==> src/rtl/l1cache_req_arb_if.sv <==
// Requester-side and cache-side signal bundle for the L1 request arbiter.
// The arbiter connects through the slave modport; the requesters and cache model use master.
interface l1cache_req_arb_if #(
  parameter int unsigned NUM_REQ = 4,
  parameter int unsigned ADDR_W  = 20,
  parameter int unsigned DATA_W  = 32
);
  logic [NUM_REQ-1:0]        req_valid;
  logic [NUM_REQ-1:0]        req_write;
  logic [NUM_REQ*ADDR_W-1:0] req_addr;
  logic [NUM_REQ*DATA_W-1:0] req_wdata;
  logic [NUM_REQ-1:0]        req_ready;
  logic [NUM_REQ-1:0]        rsp_valid;
  logic [DATA_W-1:0]         rsp_rdata;
  logic                      rsp_hit;
  logic                      rsp_err;
  logic [ADDR_W-1:0]         c_addr;
  logic [DATA_W-1:0]         c_wdata;
  logic                      c_awvalid;
  logic                      c_wvalid;
  logic                      c_arvalid;
  logic                      c_rvalid;
  logic [DATA_W-1:0]         c_rdata;
  logic                      c_w_hit;
  logic                      c_r_hit;
  logic [1:0]                c_w_resp;
  logic [1:0]                c_r_resp;

  modport slave (
    input  req_valid, req_write, req_addr, req_wdata,
           c_rvalid, c_rdata, c_w_hit, c_r_hit, c_w_resp, c_r_resp,
    output req_ready, rsp_valid, rsp_rdata, rsp_hit, rsp_err,
           c_addr, c_wdata, c_awvalid, c_wvalid, c_arvalid
  );

  modport master (
    output req_valid, req_write, req_addr, req_wdata,
           c_rvalid, c_rdata, c_w_hit, c_r_hit, c_w_resp, c_r_resp,
    input  req_ready, rsp_valid, rsp_rdata, rsp_hit, rsp_err,
           c_addr, c_wdata, c_awvalid, c_wvalid, c_arvalid
  );
endinterface

==> src/rtl/l1cache_req_arb.sv <==
// Round-robin arbiter sharing one single-transaction L1 cache port among NUM_REQ requesters.
// Each transaction runs IDLE -> ISSUE -> WAIT -> RESP, and WAIT ends on completion or timeout.
module l1cache_req_arb #(
  parameter int unsigned NUM_REQ = 4,
  parameter int unsigned ADDR_W  = 20,
  parameter int unsigned DATA_W  = 32,
  parameter int unsigned TIMEOUT = 64
) (
  input  logic                       clk,
  input  logic                       rstn,
  l1cache_req_arb_if.slave           bus,
  output logic                       busy,
  output logic [$clog2(NUM_REQ)-1:0] grant_id
);
  localparam int unsigned ID_W  = $clog2(NUM_REQ);
  localparam int unsigned CNT_W = $clog2(TIMEOUT);

  typedef enum logic [1:0] {IDLE, ISSUE, WAIT, RESP} state_t;

  state_t             state, state_d;
  logic [ID_W-1:0]    rr_ptr, rr_ptr_d, grant_d, win, idx;
  logic               found;
  logic               wr_l, wr_d, hit_l, hit_d, err_l, err_d, hit_n, rerr, done;
  logic [CNT_W-1:0]   cnt, cnt_d;
  logic [ADDR_W-1:0]  addr_d;
  logic [DATA_W-1:0]  wdata_d, rdata_d;
  logic [NUM_REQ-1:0] ready_d, rspv_d;
  logic               awv_d, wv_d, arv_d, rhit_d, rerr_d;

  logic [ADDR_W-1:0]  addr_a  [NUM_REQ];
  logic [DATA_W-1:0]  wdata_a [NUM_REQ];

  for (genvar gi = 0; gi < NUM_REQ; gi++) begin : g_unpack
    assign addr_a[gi]  = bus.req_addr[gi*ADDR_W +: ADDR_W];
    assign wdata_a[gi] = bus.req_wdata[gi*DATA_W +: DATA_W];
  end

  always_comb begin
    state_d  = state;
    rr_ptr_d = rr_ptr;
    grant_d  = grant_id;
    wr_d     = wr_l;
    hit_d    = hit_l;
    err_d    = err_l;
    cnt_d    = cnt;
    addr_d   = bus.c_addr;
    wdata_d  = bus.c_wdata;
    rdata_d  = bus.rsp_rdata;
    rhit_d   = bus.rsp_hit;
    rerr_d   = bus.rsp_err;
    ready_d  = '0;
    rspv_d   = '0;
    awv_d    = 1'b0;
    wv_d     = 1'b0;
    arv_d    = 1'b0;
    found    = 1'b0;
    win      = '0;
    idx      = '0;
    hit_n    = hit_l | (wr_l ? bus.c_w_hit : bus.c_r_hit);
    done     = wr_l ? bus.c_w_resp[0] : bus.c_rvalid;
    rerr     = wr_l ? bus.c_w_resp[1] : bus.c_r_resp[1];

    // Search starts just past the last winner so it ends up with lowest priority.
    for (int unsigned i = 1; i <= NUM_REQ; i++) begin
      idx = ID_W'((32'(rr_ptr) + i) % NUM_REQ);
      if (!found && bus.req_valid[idx]) begin
        found = 1'b1;
        win   = idx;
      end
    end

    unique case (state)
      IDLE: begin
        if (found) begin
          grant_d  = win;
          rr_ptr_d = win;
          wr_d     = bus.req_write[win];
          addr_d   = addr_a[win];
          wdata_d  = wdata_a[win];
          ready_d  = NUM_REQ'(1) << win;
          awv_d    = bus.req_write[win];
          wv_d     = bus.req_write[win];
          arv_d    = !bus.req_write[win];
          state_d  = ISSUE;
        end
      end
      ISSUE: begin
        hit_d   = 1'b0;
        err_d   = 1'b0;
        cnt_d   = '0;
        state_d = WAIT;
      end
      WAIT: begin
        hit_d = hit_n;
        // A completion in the final timeout cycle takes precedence over the timeout.
        if (done) begin
          err_d   = rerr;
          rdata_d = wr_l ? '0 : bus.c_rdata;
          rhit_d  = hit_n;
          rerr_d  = rerr;
          rspv_d  = NUM_REQ'(1) << grant_id;
          state_d = RESP;
        end else if (cnt == CNT_W'(TIMEOUT - 1)) begin
          err_d   = 1'b1;
          rdata_d = '0;
          rhit_d  = hit_n;
          rerr_d  = 1'b1;
          rspv_d  = NUM_REQ'(1) << grant_id;
          state_d = RESP;
        end else begin
          cnt_d = cnt + 1'b1;
        end
      end
      RESP: state_d = IDLE;
      default: state_d = IDLE;
    endcase
  end

  always_ff @(posedge clk or negedge rstn) begin
    if (!rstn) begin
      state         <= IDLE;
      rr_ptr        <= ID_W'(NUM_REQ - 1);
      grant_id      <= '0;
      wr_l          <= 1'b0;
      hit_l         <= 1'b0;
      err_l         <= 1'b0;
      cnt           <= '0;
      busy          <= 1'b0;
      bus.req_ready <= '0;
      bus.rsp_valid <= '0;
      bus.rsp_rdata <= '0;
      bus.rsp_hit   <= 1'b0;
      bus.rsp_err   <= 1'b0;
      bus.c_addr    <= '0;
      bus.c_wdata   <= '0;
      bus.c_awvalid <= 1'b0;
      bus.c_wvalid  <= 1'b0;
      bus.c_arvalid <= 1'b0;
    end else begin
      state         <= state_d;
      rr_ptr        <= rr_ptr_d;
      grant_id      <= grant_d;
      wr_l          <= wr_d;
      hit_l         <= hit_d;
      err_l         <= err_d;
      cnt           <= cnt_d;
      busy          <= (state_d != IDLE);
      bus.req_ready <= ready_d;
      bus.rsp_valid <= rspv_d;
      bus.rsp_rdata <= rdata_d;
      bus.rsp_hit   <= rhit_d;
      bus.rsp_err   <= rerr_d;
      bus.c_addr    <= addr_d;
      bus.c_wdata   <= wdata_d;
      bus.c_awvalid <= awv_d;
      bus.c_wvalid  <= wv_d;
      bus.c_arvalid <= arv_d;
    end
  end
endmodule

==> src/flat_wrapper.sv <==
// flat-port wrapper written by rule: the top's interface ports become plain ports
module l1cache_req_arb_flat 
#(
  parameter int unsigned NUM_REQ = 4,
  parameter int unsigned ADDR_W  = 20,
  parameter int unsigned DATA_W  = 32,
  parameter int unsigned TIMEOUT = 64
)
  (clk, rstn, busy, grant_id, bus_req_valid, bus_req_write, bus_req_addr, bus_req_wdata, bus_c_rvalid, bus_c_rdata, bus_c_w_hit, bus_c_r_hit, bus_c_w_resp, bus_c_r_resp, bus_req_ready, bus_rsp_valid, bus_rsp_rdata, bus_rsp_hit, bus_rsp_err, bus_c_addr, bus_c_wdata, bus_c_awvalid, bus_c_wvalid, bus_c_arvalid);
  l1cache_req_arb_if #(.NUM_REQ(NUM_REQ), .ADDR_W(ADDR_W), .DATA_W(DATA_W)) bus_i ();
  input  logic clk;
  input  logic rstn;
  output logic busy;
  output logic [$clog2(NUM_REQ)-1:0] grant_id;
  input wire logic [$bits(bus_i.req_valid)-1:0] bus_req_valid;
  input wire logic [$bits(bus_i.req_write)-1:0] bus_req_write;
  input wire logic [$bits(bus_i.req_addr)-1:0] bus_req_addr;
  input wire logic [$bits(bus_i.req_wdata)-1:0] bus_req_wdata;
  input wire logic [$bits(bus_i.c_rvalid)-1:0] bus_c_rvalid;
  input wire logic [$bits(bus_i.c_rdata)-1:0] bus_c_rdata;
  input wire logic [$bits(bus_i.c_w_hit)-1:0] bus_c_w_hit;
  input wire logic [$bits(bus_i.c_r_hit)-1:0] bus_c_r_hit;
  input wire logic [$bits(bus_i.c_w_resp)-1:0] bus_c_w_resp;
  input wire logic [$bits(bus_i.c_r_resp)-1:0] bus_c_r_resp;
  output wire logic [$bits(bus_i.req_ready)-1:0] bus_req_ready;
  output wire logic [$bits(bus_i.rsp_valid)-1:0] bus_rsp_valid;
  output wire logic [$bits(bus_i.rsp_rdata)-1:0] bus_rsp_rdata;
  output wire logic [$bits(bus_i.rsp_hit)-1:0] bus_rsp_hit;
  output wire logic [$bits(bus_i.rsp_err)-1:0] bus_rsp_err;
  output wire logic [$bits(bus_i.c_addr)-1:0] bus_c_addr;
  output wire logic [$bits(bus_i.c_wdata)-1:0] bus_c_wdata;
  output wire logic [$bits(bus_i.c_awvalid)-1:0] bus_c_awvalid;
  output wire logic [$bits(bus_i.c_wvalid)-1:0] bus_c_wvalid;
  output wire logic [$bits(bus_i.c_arvalid)-1:0] bus_c_arvalid;
  assign bus_i.req_valid = bus_req_valid;
  assign bus_i.req_write = bus_req_write;
  assign bus_i.req_addr = bus_req_addr;
  assign bus_i.req_wdata = bus_req_wdata;
  assign bus_i.c_rvalid = bus_c_rvalid;
  assign bus_i.c_rdata = bus_c_rdata;
  assign bus_i.c_w_hit = bus_c_w_hit;
  assign bus_i.c_r_hit = bus_c_r_hit;
  assign bus_i.c_w_resp = bus_c_w_resp;
  assign bus_i.c_r_resp = bus_c_r_resp;
  assign bus_req_ready = bus_i.req_ready;
  assign bus_rsp_valid = bus_i.rsp_valid;
  assign bus_rsp_rdata = bus_i.rsp_rdata;
  assign bus_rsp_hit = bus_i.rsp_hit;
  assign bus_rsp_err = bus_i.rsp_err;
  assign bus_c_addr = bus_i.c_addr;
  assign bus_c_wdata = bus_i.c_wdata;
  assign bus_c_awvalid = bus_i.c_awvalid;
  assign bus_c_wvalid = bus_i.c_wvalid;
  assign bus_c_arvalid = bus_i.c_arvalid;
  l1cache_req_arb #(.NUM_REQ(NUM_REQ), .ADDR_W(ADDR_W), .DATA_W(DATA_W), .TIMEOUT(TIMEOUT)) u_core (.clk(clk), .rstn(rstn), .bus(bus_i), .busy(busy), .grant_id(grant_id));
endmodule
==> config.mk <==
export PLATFORM = sky130hd
export DESIGN_NAME = l1cache_req_arb_flat
export DESIGN_NICKNAME = d
export VERILOG_FILES = /design/src/rtl/l1cache_req_arb_if.sv /design/src/rtl/l1cache_req_arb.sv /design/src/flat_wrapper.sv
export SDC_FILE = /design/constraint.sdc
export NUM_CORES = 1
export LEC_CHECK = 0
export CAP_MARGIN = 10
export CORE_AREA = 2 2 140 142
export DETAILED_ROUTE_END_ITERATION = 12
export DIE_AREA = 0 0 142 144
export PLACE_DENSITY = 0.67
export SLEW_MARGIN = 0
export SYNTH_ARGS = -nofsm -noshare
export SYNTH_HDL_FRONTEND = slang
export SYNTH_SLANG_ARGS = --single-unit
==> constraint.sdc <==
create_clock -name clk -period 4 [get_ports clk]
set_input_delay 1.2 -clock clk [delete_from_list [all_inputs] [get_ports clk]]
set_output_delay 1.2 -clock clk [all_outputs]
set_load 0.01 [all_outputs]
==> results.json <==
{
  "min_path_type": "reg -> reg",
  "slowest_delay_ps": 570,
  "die_w_um": 142,
  "clk_pin_slew_ps": 80,
  "hold_viol_final": 0,
  "p_per_area_mw_per_mm2": 632.5,
  "fin_crit_ps": 3146,
  "yosysSeqAreaShare": 0.4626,
  "worst_path_max_delay_cell": "clkdlybuf4s50_1",
  "p_leak_uw": 0.004246,
  "critPathRequiredTime_ps": 4280,
  "cts.path.max_buffers": 2,
  "rsz0062_at_grt": "no",
  "overflow": 0,
  "synthCells": 685,
  "status": "finished, final reports clean",
  "drt-total-wl_um": 22570,
  "ys_seq_elements": 111,
  "vias_per_cell": 5.097,
  "area_growth_pct": 67.00,
  "via_count": 6351,
  "finalCritPeriodShare": 0.7866,
  "cts_resized": 0,
  "worstSetupStartpoint": "bus_req_valid[1]",
  "grt_pass1_vias": 6195,
  "post-cts-setup-buffers": 0,
  "initial_core_util": 0.3150,
  "io_buffer_count": 355,
  "cp-end-kind": "flop",
  "antenna_found_initial": 0,
  "drt_iter0_markers": 236,
  "gp_congestion": 0.7979,
  "layout.nets": 1262,
  "yosysTopAreaCell": "dfrtp_1",
  "crit_chain": "clkdlybuf4s50_1 > nor2b_1 > o21bai_4 > buf_12 > and3_1 > or3b_1 > a21oi_1",
  "clk_latency_ps": 360,
  "cts_hold_buffers": 0,
  "synth_nets": 945,
  "cts_made_buffers": 9,
  "hold_start": "u_core.bus.rsp_rdata[17]",
  "ant_nets": 0,
  "yosysUniqueCellTypes": 45,
  "final_cell_mix": "clkdlybuf4s50_1 (354), and3_1 (110), dfrtp_1 (109), a211oi_1 (104), nand2_1 (80)",
  "fmax_ghz": 0.3178,
  "track_usage": 0.2140,
  "firstDrtPassIters": 4,
  "fin_cells": 1246,
  "synth.avg_cell_area_sq_um": 8.773,
  "clkSinkCount": 111,
  "drc": 0,
  "dieArea_sq_mm": 0.02045,
  "max_slew_margin": 0.5274,
  "yosys.area.top_type_share": 0.4539,
  "grt_max_degree": 109,
  "ir_drop_uv": 233.3,
  "synth_area_sq_mm": 0.006010,
  "cts_tree": "yes",
  "ioPinCount": 357,
  "dieHeight_um": 144,
  "drive_above_1_share": 0.04270,
  "worst_pin_slew_ps": 708.8,
  "dp_hpwl_um": 16040,
  "yosys-top-cells-area": "dfrtp_1 (45%), a211oi_1 (13%), and3_1 (11%)",
  "critPathArrivalTime_ps": 3420,
  "yosys_warnings": 0,
  "num_rows": 51,
  "fin_skew_ps": 13.52,
  "grt_pass1_wl_um": 34090,
  "h-tree-depth": 3,
  "cap_violations": 0,
  "layout_commonest_cell": "clkdlybuf4s50_1",
  "criticalPathCategory": "in -> reg",
  "drv_slew": 0,
  "regToRegStartpoint": "u_core.cnt[0]",
  "cp-start-kind": "primary input",
  "numPlacedInstances": 1229,
  "finalSetupViolCount": 0,
  "drt-wirelength-per-cell_um": 18.11,
  "root_buffer": "clkbuf_16",
  "core_sq_mm": 0.01908,
  "crit_path_max_fanout": 103,
  "tns_ps": 0
}
[cell usage after synthesis, drive strengths merged]
cell     instances
a211o            2
a211oi         104
a21boi           2
a21o             2
a21oi            9
a221o            1
a221oi           1
a22o             1
a2bb2oi          2
a31o             1
a41oi            1
and2             2
and3           110
and4             1
buf             21
clkbuf          42
dfrtp          109
dfstp            2
ha               3
inv              4
mux2             1
mux2i            1
nand2           81
nand2b           2
nand3           34
nand4            4
nor2            63
nor2b            3
nor3            54
o21a             1
o21ai           13
o21bai           1
o221ai           1
o22ai            1
o31ai            2
or2              1
or3b             1
or4              1
[stage by stage]
stage | util | hold WS, ps | worst slack, ps | area (sq um) | total power, uW
2_1_floorplan | - | 437.7 | 1411 | 6010 | 3786
3_3_place_gp | 0.5111 | 449.7 | 572.1 | 9752 | 5480
3_5_place_dp | 0.5111 | 454.8 | 520.5 | 9752 | 5532
4_1_cts | 0.5259 | 472.1 | 886.4 | 10030 | 6443
5_1_grt | 0.5259 | 494.6 | 746.9 | 10030 | 6833
6_report | 0.5260 | 467.6 | 853.8 | 10040 | 6347
[worst paths after layout]
path,endpoint,slack (ps),cells past startpoint
max in group asynchronous,u_core.rr_ptr[0],2310,2
max,u_core.bus.c_arvalid,850,7
min in group asynchronous,u_core.bus.rsp_rdata[18],860,1
min,u_core.bus.rsp_rdata[17],470,2
max reg2reg,u_core.cnt[4],1740,6
min reg2reg,u_core.bus.rsp_rdata[17],470,2
[cell families after synthesis]
logic type	synth area share
simple gates	0.2969
flops	0.4626
fa+ha+maj	0.006247
mux	0.003539
compound gates	0.1780
buf+inv	0.05267
[critical path: cells and delay by family]
family                 cells  cell delay, ps
buffers and inverters      2             800
AOI/OAI and AO/OA          2             330
and+or+nand+nor            3             990
[routing by layer]
layer | global-route usage | routed length [um] | vias to the layer above
met3 | 0.05629 | 1592 | 25
met4 | 0.06158 | 356 | 0
met5 | 0 | 0 | -
li1 | - | - | 3125
met2 | 0.3740 | 11030 | 240
met1 | 0.2604 | 9587 | 2961
[registers in the layout, indices dropped and copies added, names as in the netlist]
register / flops
u_core.bus.c_wdata: 32
u_core.bus.rsp_rdata: 32
u_core.bus.c_addr: 20
u_core.cnt: 6
u_core.bus.req_ready: 4
u_core.bus.rsp_valid: 4
u_core.grant_id: 2
u_core.rr_ptr: 2
u_core.state: 2
u_core.bus.c_arvalid: 1
u_core.bus.c_awvalid: 1
u_core.bus.rsp_err: 1
u_core.bus.rsp_hit: 1
u_core.busy: 1
u_core.hit_l: 1
u_core.wr_l: 1
[area by class of cell]
type / count / area (sq um)
Fill cell: 1852 / 9044
Timing Repair Buffer: 369 / 3719
Multi-Input combinational cell: 507 / 2940
Sequential cell: 111 / 2780
Tap cell: 238 / 297.8
Clock buffer: 9 / 225.2
Clock inverter: 7 / 56.30
Inverter: 4 / 15.01
Antenna cell: 1 / 2.502
[power breakdown]
group / switching [uW] / internal [uW]
Combinational: 1820 / 1720
Clock: 456 / 432
Sequential: 290 / 1630
(Power assumes the default switching activity.)
